File: config.mk
export PLATFORM = sky130hd
export DESIGN_NAME = multicycle_ctrl_fsm
export DESIGN_NICKNAME = d
export VERILOG_FILES = /design/src/rtl/mc_ctrl_pkg.sv /design/src/rtl/mc_mem_watchdog.sv /design/src/rtl/multicycle_ctrl_fsm.sv
export SDC_FILE = /design/constraint.sdc
export NUM_CORES = 1
export LEC_CHECK = 0
export CAP_MARGIN = 20
export CORE_MARGIN = 5
export CORE_UTILIZATION = 45
export CTS_CLUSTER_SIZE = 12
export DETAILED_ROUTE_END_ITERATION = 10
export DONT_BUFFER_PORTS = 1
export GPL_TIMING_DRIVEN = 0
export SYNTH_ARGS = -nofsm -noshare
export SYNTH_HDL_FRONTEND = slang
export SYNTH_SLANG_ARGS = --single-unit
File: constraint.sdc
create_clock -name clk -period 3.1 [get_ports clk]
set_input_delay 0 -clock clk [delete_from_list [all_inputs] [get_ports clk]]
set_output_delay 0 -clock clk [all_outputs]
set_load 0.1 [all_outputs]
File: src/rtl/mc_ctrl_pkg.sv
// mc_ctrl_pkg: opcodes, state/alu_op enums and mux encodings for the multicycle control FSM
package mc_ctrl_pkg;
  localparam logic [5:0] OP_LW    = 6'b100011;
  localparam logic [5:0] OP_SW    = 6'b101011;
  localparam logic [5:0] OP_RTYPE = 6'b000000;
  localparam logic [5:0] OP_BEQ   = 6'b000100;
  localparam logic [5:0] OP_BNE   = 6'b000101;
  localparam logic [5:0] OP_ADDI  = 6'b001000;
  localparam logic [5:0] OP_ANDI  = 6'b001100;
  localparam logic [5:0] OP_ORI   = 6'b001101;
  localparam logic [5:0] OP_SLTI  = 6'b001010;
  localparam logic [5:0] OP_J     = 6'b000010;
  typedef enum logic [3:0] {
    S_FETCH, S_DECODE, S_MEMADR, S_MEMRD, S_MEMWB, S_MEMWR, S_EXEC,
    S_ALUWB, S_BRANCH, S_IMMEX, S_IMMWB, S_JUMP, S_FAULT, S_TRAP
  } state_e;
  typedef enum logic [2:0] {
    ALU_ADD = 3'd0, ALU_SUB = 3'd1, ALU_FUNCT = 3'd2,
    ALU_AND = 3'd3, ALU_OR = 3'd4, ALU_SLT = 3'd5
  } aluop_e;
  localparam logic [1:0] SRCB_RT     = 2'b00;
  localparam logic [1:0] SRCB_FOUR   = 2'b01;
  localparam logic [1:0] SRCB_IMM    = 2'b10;
  localparam logic [1:0] SRCB_IMM_SH = 2'b11;
  localparam logic [1:0] PC_ALU      = 2'b00;
  localparam logic [1:0] PC_ALUOUT   = 2'b01;
  localparam logic [1:0] PC_JUMP     = 2'b10;
  localparam logic [1:0] PC_EXC      = 2'b11;
  function automatic logic is_wait(state_e s);
    return s inside {S_FETCH, S_MEMRD, S_MEMWR};
  endfunction
endpackage

File: src/rtl/mc_mem_watchdog.sv
// mc_mem_watchdog: counts stalled memory cycles and flags expiry at TIMEOUT (0 = never)
module mc_mem_watchdog #(
  parameter int TIMEOUT = 16
) (
  input  logic clk,
  input  logic reset,
  input  logic clear,
  input  logic waiting,
  output logic expired
);
  localparam int CW = TIMEOUT > 1 ? $clog2(TIMEOUT) : 1;
  logic [CW-1:0] cnt_q, cnt_d;
  always_comb cnt_d = clear ? '0 : waiting ? cnt_q + 1'b1 : cnt_q;
  assign expired = (TIMEOUT != 0) && waiting && (cnt_q == CW'(TIMEOUT - 1));
  always_ff @(posedge clk) cnt_q <= reset ? '0 : cnt_d;
endmodule

File: src/rtl/multicycle_ctrl_fsm.sv
// multicycle_ctrl_fsm: multicycle MIPS main control with memory watchdog; ILLEGAL_TRAP_EN adds illegal-opcode trap
module multicycle_ctrl_fsm
  import mc_ctrl_pkg::*;
#(
  parameter int OPCODE_W = 6,
  parameter int ALUOP_W  = 3,
  parameter int TIMEOUT  = 16
) (
  input  logic                clk,
  input  logic                reset,
  input  logic [OPCODE_W-1:0] opcode,
  input  logic                mem_ready,
  output logic                mem_req,
  output logic                mem_write,
  output logic                i_or_d,
  output logic                ir_write,
  output logic                pc_write,
  output logic                reg_write,
  output logic                branch,
  output logic                branch_ne,
  output logic                alu_src_a,
  output logic [1:0]          alu_src_b,
  output logic [1:0]          pc_src,
  output logic                mem_to_reg,
  output logic                reg_dest,
  output logic                zero_ext,
  output logic [ALUOP_W-1:0]  alu_op,
  output logic                bus_err,
  output logic                instr_done
`ifdef ILLEGAL_TRAP_EN
  , output logic              illegal_op
`endif
);
`ifdef ILLEGAL_TRAP_EN
  localparam state_e S_BAD = S_TRAP;
`else
  localparam state_e S_BAD = S_FETCH;
`endif
  state_e state_q, state_d;
  aluop_e op;
  logic expired;
  logic is_lw, is_sw, is_rt, is_beq, is_bne, is_addi, is_andi, is_ori, is_slti, is_j, is_imm;
  assign is_lw   = opcode == OPCODE_W'(OP_LW);
  assign is_sw   = opcode == OPCODE_W'(OP_SW);
  assign is_rt   = opcode == OPCODE_W'(OP_RTYPE);
  assign is_beq  = opcode == OPCODE_W'(OP_BEQ);
  assign is_bne  = opcode == OPCODE_W'(OP_BNE);
  assign is_addi = opcode == OPCODE_W'(OP_ADDI);
  assign is_andi = opcode == OPCODE_W'(OP_ANDI);
  assign is_ori  = opcode == OPCODE_W'(OP_ORI);
  assign is_slti = opcode == OPCODE_W'(OP_SLTI);
  assign is_j    = opcode == OPCODE_W'(OP_J);
  assign is_imm  = is_addi || is_andi || is_ori || is_slti;
  assign alu_op  = ALUOP_W'(op);
  mc_mem_watchdog #(.TIMEOUT(TIMEOUT)) u_wdog (
    .clk     (clk),
    .reset   (reset),
    .clear   (state_d != state_q),
    .waiting (is_wait(state_q) && !mem_ready),
    .expired (expired)
  );
  // Outputs are Mealy on mem_ready and forced low while reset is held.
  always_comb begin
    state_d = state_q;
    {mem_req, mem_write, i_or_d, ir_write, pc_write, reg_write, branch, branch_ne,
     alu_src_a, mem_to_reg, reg_dest, zero_ext, bus_err, instr_done} = '0;
    alu_src_b = SRCB_RT;
    pc_src = PC_ALU;
    op = ALU_ADD;
`ifdef ILLEGAL_TRAP_EN
    illegal_op = 1'b0;
`endif
    if (!reset) begin
      case (state_q)
        S_FETCH: begin
          mem_req = 1'b1;
          alu_src_b = SRCB_FOUR;
          ir_write = mem_ready;
          pc_write = mem_ready;
          state_d = mem_ready ? S_DECODE : expired ? S_FAULT : S_FETCH;
        end
        S_DECODE: begin
          alu_src_b = SRCB_IMM_SH;
          state_d = (is_lw || is_sw) ? S_MEMADR : is_rt ? S_EXEC :
                    (is_beq || is_bne) ? S_BRANCH : is_imm ? S_IMMEX :
                    is_j ? S_JUMP : S_BAD;
        end
        S_MEMADR: begin
          alu_src_a = 1'b1;
          alu_src_b = SRCB_IMM;
          state_d = is_lw ? S_MEMRD : S_MEMWR;
        end
        S_MEMRD: begin
          mem_req = 1'b1;
          i_or_d = 1'b1;
          state_d = mem_ready ? S_MEMWB : expired ? S_FAULT : S_MEMRD;
        end
        S_MEMWB: begin
          reg_write = 1'b1;
          mem_to_reg = 1'b1;
          instr_done = 1'b1;
          state_d = S_FETCH;
        end
        S_MEMWR: begin
          mem_req = 1'b1;
          mem_write = 1'b1;
          i_or_d = 1'b1;
          instr_done = mem_ready;
          state_d = mem_ready ? S_FETCH : expired ? S_FAULT : S_MEMWR;
        end
        S_EXEC: begin
          alu_src_a = 1'b1;
          op = ALU_FUNCT;
          state_d = S_ALUWB;
        end
        S_ALUWB: begin
          reg_write = 1'b1;
          reg_dest = 1'b1;
          instr_done = 1'b1;
          state_d = S_FETCH;
        end
        S_BRANCH: begin
          alu_src_a = 1'b1;
          op = ALU_SUB;
          pc_src = PC_ALUOUT;
          instr_done = 1'b1;
          branch = is_beq;
          branch_ne = is_bne;
          state_d = S_FETCH;
        end
        S_IMMEX: begin
          alu_src_a = 1'b1;
          alu_src_b = SRCB_IMM;
          op = is_andi ? ALU_AND : is_ori ? ALU_OR : is_slti ? ALU_SLT : ALU_ADD;
          zero_ext = is_andi || is_ori;
          state_d = S_IMMWB;
        end
        S_IMMWB: begin
          reg_write = 1'b1;
          instr_done = 1'b1;
          zero_ext = is_andi || is_ori;
          state_d = S_FETCH;
        end
        S_JUMP: begin
          pc_write = 1'b1;
          pc_src = PC_JUMP;
          instr_done = 1'b1;
          state_d = S_FETCH;
        end
        S_FAULT: begin
          bus_err = 1'b1;
          pc_write = 1'b1;
          pc_src = PC_EXC;
          state_d = S_FETCH;
        end
        S_TRAP: begin
`ifdef ILLEGAL_TRAP_EN
          illegal_op = 1'b1;
`endif
          pc_write = 1'b1;
          pc_src = PC_EXC;
          instr_done = 1'b1;
          state_d = S_FETCH;
        end
        default: state_d = S_FETCH;
      endcase
    end
  end
  always_ff @(posedge clk) state_q <= reset ? S_FETCH : state_d;
endmodule

# Word level (Yosys, flattened, before mapping)
# Index checks and enable logic that the tools add are counted.
totals:
  ff_bits: 8
  in_bits: 9
  output_inout_bits: 21
op_classes:
  add_sub_neg: 1
  n_eq_ne: 24
  n_mux: 51
  n_reduce_logical: 22
op_table:
  columns: ["op", "count"]
  rows:
  - ["$mux 4", 12]
  - ["$eq 4x4->1 const B", 7]
  - ["$pmux 4 s7", 1]
  - ["$mux 1", 26]
  - ["$eq 6x4->1 const B", 4]
  - ["$eq 4x3->1 const B", 4]
  - ["$mux 3", 5]
  - ["$eq 6x3->1 const B", 2]
  - ["$eq 6x6->1 const B", 2]
  - ["$pmux 2 s3", 2]
  - ["$reduce_or 2->1", 5]
  - ["$pmux 3 s3", 1]
  - ["$reduce_or 3->1", 3]
  - ["$eq 4x2->1 const B", 2]
  - ["$eq 6x2->1 const B", 1]
  - ["$logic_not 6->1", 1]
  - ["$logic_or 1x1->1", 6]
  - ["$reduce_or 6->1", 1]
  - ["$add 4x1->4 const B", 1]
  - ["$eq 4x1->1 const B", 1]
  - ["$logic_not 4->1", 1]
  - ["$mux 2", 2]
  - ["$ne 4x4->1", 1]
  - ["$pmux 1 s2", 2]
  - ["other kinds (4)", 5]

# Depth between registers and ports, before layout
depth:
  depth_word: 12
  depth_mapped: 7

# Modules after synthesis
# Synthesis repeated with hierarchy kept, for this count alone.
unflattened:
  cells_unflattened: 151
  hier_area_um2: 1039.7
modules_own_cells:
  columns: ["mod", "instances", "cells_per_inst", "area_per_inst_um2"]
  rows:
  - ["multicycle_ctrl_fsm", 1, 133, 818.3]
  - ["mc_mem_watchdog", 1, 18, 221.5]

# Worst setup path before layout
# No wires, ideal clock.
synth_path:
  kind: "register to output"
  startpoint: "register state_q[1]"
  endpoint: "output port bus_err"
  arrival_ps: 3595
  required_ps: 3100
  setup_slack_ps: -495
  stages_incl_launch_ff: 4
  path_buffers: 2
  path_cell_list: "dfxtp_1 -> buf_6 -> clkbuf_1 -> nor4_1"
synth_via:
  elab_chain_cells: 3
synth_lines:
  columns: ["element", "line", "rtl"]
  rows:
  - ["start: declaration", "multicycle_ctrl_fsm.sv:39", "state_e state_q, state_d;"]
  - ["start signal: assignment", "multicycle_ctrl_fsm.sv:169", "always_ff @(posedge clk) state_q <= reset ? S_FETCH : state_d;"]
  - ["$eq 4x4->1", "multicycle_ctrl_fsm.sv:74", "case (state_q)"]
  - ["$mux 1", "multicycle_ctrl_fsm.sv:74", null]
  - ["$mux 1", "multicycle_ctrl_fsm.sv:73", "if (!reset) begin"]
  - ["end: declaration", "multicycle_ctrl_fsm.sv:28", "output logic bus_err,"]
# Every way passes these cells.

# Worst setup path after layout
layout_path:
  startpoint: "register state_q[0]"
  endpoint: "output port alu_op[0]"
layout_via:
  elab_chain_cells: 3
  word_cells_on_any_way: 5
  cone_classes: "eq/ne: 3; mux: 2"
layout_lines:
  columns: ["element", "line", "rtl"]
  rows:
  - ["$eq 4x4->1 / $eq 4x3->1 (equally long branches)", "multicycle_ctrl_fsm.sv:74", null]
  - ["$pmux 3 s3 *", "multicycle_ctrl_fsm.sv:74", null]
  - ["$mux 3 *", "multicycle_ctrl_fsm.sv:73", null]
  - ["end: declaration", "multicycle_ctrl_fsm.sv:27", "output logic [ALUOP_W-1:0] alu_op,"]
# Every way passes the cells marked *; elsewhere a longest branch is shown, timed or not.

==> results.sh <==
export IMPL_clock_path_buffers=2
export IMPL_cts_setup_buffers=0
export IMPL_multi_input_area_um2=918.4
export IMPL_hpwl_um=2729
export IMPL_synth_area_top_cells="dfxtp_1, nor2_1, nor3_1, nand2_1, a21oi_1"
export IMPL_synth_cells=154
export IMPL_drc_errors=0
export IMPL_seq_power_share_pct=35.6
export IMPL_grt_pass1_vias=1219
export IMPL_synth_top_area_share_pct=14.94
export IMPL_cts_tree="done"
export IMPL_muxShareOfSynthArea_pct=2.800
export IMPL_maxSlewViolCount=0
export IMPL_crit_path_end="alu_op[0]"
export IMPL_cp_max_fo=10
export IMPL_die_height_um=58.82
export IMPL_start_util_pct=48.01
export IMPL_clock_power_share_pct=25.3
export IMPL_crit_path_start_kind="register"
export IMPL_synthesis_nets=164
export IMPL_core_area_mm2=0.002233
export IMPL_r2r_end="u_wdog.cnt_q[1]$_SDFFE_PP0P_"
export IMPL_r2r_slack_ns=1.25
export IMPL_fp_row_count=17
export IMPL_cts_repair_resized=0
export IMPL_skew_ns=0.002683
export IMPL_final_setup_tns_ns=0
export IMPL_cts_htree_levels=1
export IMPL_post_synth_top_count_cell="nor2_1"
export IMPL_cp_data_required_time_ns=3.10
export IMPL_grt_max_degree=11
export IMPL_dieArea_mm2=0.003459
export IMPL_gp_congestion=0.9154
export IMPL_numPortBuffers=0
export IMPL_antenna_found_initial=0
export IMPL_clk_latency_ns=0.25
export IMPL_path_depth=6
export IMPL_internal_power_mw=0.1803
export IMPL_cp_cell_sequence="clkbuf_1 -> nor2b_1 -> nand4_1 -> nor3_1 -> a21oi_1 -> nor2_2"
export IMPL_fmax_mhz=338.3
export IMPL_drt_initial_drc_count=51
export IMPL_wire_per_inst_um=17.56
export IMPL_vdd_drop_max_uv=255.1
export IMPL_root_buffer="clkbuf_4"
export IMPL_ys_flop_type="dfxtp_1"
export IMPL_endpoint_kind="output pin"
export IMPL_critPathTopFamily="simple AND/OR/NAND/NOR gates"
export IMPL_synth_top_family_by_area="simple AND/OR/NAND/NOR gates"
export IMPL_r2r_start="state_q[3]$_SDFF_PP0_"
export IMPL_avgSynthCellArea_um2=6.963
export IMPL_synthAdderAreaFrac_pct=1.167
export IMPL_yosys_warnings=0
export IMPL_grt_pass1_wl_um=5802
export IMPL_final_antenna_net_count=0
export IMPL_critPathKind="register to output pin"
export IMPL_fill_cells=218
export IMPL_layout_min_cycle_time_ns=2.956
export IMPL_clkTransAtPathRegs_ns=0.05
export IMPL_run_status="finished, final reports clean"
export IMPL_final_area_mm2=0.001371
export IMPL_dr_pass1_iters=4
export IMPL_ys_top_cells_by_count="nor2_1, nand2_1, nor3_1, a21oi_1, dfxtp_1"
export IMPL_synth_simple_area_share_pct=38.62
export IMPL_nets=178
export IMPL_worst_pin_slew_ns=1.185
export IMPL_dr_total_vias=1256
export IMPL_setup_slack_ns=0.1442
export IMPL_cts_sinks=8
export IMPL_async_flop_share_pct=0
export IMPL_crit_arrival_ns=2.96
export IMPL_rsz0062_at_grt="no"
export IMPL_power_leakage_nw=0.4649
export IMPL_area_growth_pct=27.89
export IMPL_postPlaceCellArea_mm2=0.001339
export IMPL_p_per_area_mw_per_mm2=221.5
export IMPL_routed_wl_um=3406
export IMPL_yosysSeqAreaShare_pct=14.94
export IMPL_antenna_cells=0
export IMPL_worst_r2r_cell_count=6
export IMPL_hold_path_class="input port to register"
export IMPL_synth_edf_count=0
export IMPL_p_sw_mw=0.1235
export IMPL_synth_xor_area_share_pct=4.784
export IMPL_timing_hold_ws_ns=0.05906
export IMPL_regArea_um2=160.2
export IMPL_slowest_stage="nor2_2"
export IMPL_drive_gt1_share_pct=27.11
export IMPL_pre_cts_slack_ns=0.4321
export IMPL_cap_violations=0
export IMPL_setup_viol=0
export IMPL_synth_area_mm2=0.001072
export IMPL_cp_startpoint="state_q[0]$_SDFF_PP0_"
export IMPL_final_hold_violation_count=0
export IMPL_synth_top_area_cell="dfxtp_1"
export IMPL_cts_buffers=3
export IMPL_finalCritPeriodShare_pct=95.35
export IMPL_synth_compound_area_share_pct=29.17
export IMPL_ys_types=48
export IMPL_ioPinCount=30
export IMPL_die_width_um=58.82
export IMPL_relSlewSlack_pct=21.02
export IMPL_ys_ff_latch=8
export IMPL_worst_path_buf_inv=1
export IMPL_grt_usage_pct=21.45
export IMPL_comb_power_share_pct=39.1
export IMPL_grt_ovfl_total=0
export IMPL_vias_per_cell=6.474
export IMPL_switching_share_pct=40.64
export IMPL_slowest_delay_ns=0.83
[worst reg2reg max path, delay by kind of cell (launching register included)]
kind | cells | cell delay, ns
AND/OR/NAND/NOR | 2 | 0.70
AO/OA/AOI/OAI | 2 | 0.41
buffers and inverters | 1 | 0.21
flip-flops | 1 | 0.30
multiplexers | 1 | 0.14
[metal layers]
| metal | GRT usage (%) | up-vias | routed length [um] |
|---|---|---|---|
| met5 | 0 | - | 0 |
| li1 | - | 597 | - |
| met1 | 27.42 | 592 | 1474 |
| met2 | 33.44 | 65 | 1564 |
| met4 | 7.120 | 0 | 16 |
| met3 | 7.456 | 2 | 351 |
[cells by family (layout without fill, tap and decap cells)]
logic type / count (synthesis) / count (layout)
xor gates and xnor gates: 5 / 5
adders and majority gates: 1 / 1
buffers and inverters: 17 / 29
and+or+nand+nor: 78 / 78
muxes: 3 / 3
AOI/OAI and AO/OA: 42 / 42
DFF: 8 / 8
[worst min-delay path by stage]
stage              start               endpoint  slack, ns  cells after the start
3_3_place_gp   mem_ready  state_q[1]$_SDFF_PP0_       0.27                      3
5_1_grt        opcode[4]  state_q[1]$_SDFF_PP0_       0.07                      3
4_1_cts        mem_ready  state_q[1]$_SDFF_PP0_   0.000001                      3
6_report       opcode[4]  state_q[1]$_SDFF_PP0_       0.06                      3
3_5_place_dp       reset              mem_write       0.20                      2
2_1_floorplan  mem_ready  state_q[1]$_SDFF_PP0_       0.20                      3
[power by group through the flow]
stage	Combinational, mW	Clock (mW)	Sequential (mW)
floorplan	0.0922	0	0.110
global placement	0.105	0	0.110
detailed placement	0.116	0	0.110
CTS	0.117	0.0814	0.108
global route	0.126	0.0878	0.108
finish	0.119	0.0768	0.108
[state kept, by name, summed over array words and instances (netlist names)]
register and flops:
state_q 4, u_wdog.cnt_q 4
[stage by stage]
| step | std cells | power (mW) | utilization (%) |
|---|---|---|---|
| global route | 194 | 0.3224 | 61.40 |
| finish | 194 | 0.3038 | 61.40 |
| CTS | 193 | 0.3062 | 60.95 |
| detailed placement | 190 | 0.2266 | 59.94 |
| floorplan | 154 | 0.2017 | - |
| global placement | 182 | 0.2155 | 50.03 |
[area by class of cell]
type	count	share of cell area [%]
plain buffers	12	5.292
clock buffers	3	1.642
well taps	28	2.555
repair buffers	9	10.49
inverters	5	1.369
multi-input cells	129	66.97
flip-flops and latches	8	11.68
[repair_timing]
item | CTS | global route
hold endpoints to repair | 0 | 1
hold buffers | 0 | 1
setup endpoints to repair | 0 | 0
[cell usage in the layout, fill, tap and decap left out, drive strengths merged, types with 2 or more instances in the layout]
master,instances
nand2b,5
a21oi,11
nor4,7
o211a,2
o2111ai,3
dfxtp,8
nor2b,3
clkbuf,7
and3,3
nand3,4
o21ai,6
mux2i,3
a31oi,3
xnor2,4
o211ai,3
nor2,18
nor3,12
a211oi,4
nand2,14
buf,16
nand4,5
inv,5
Note: power is estimated with default switching activity, not from simulation.
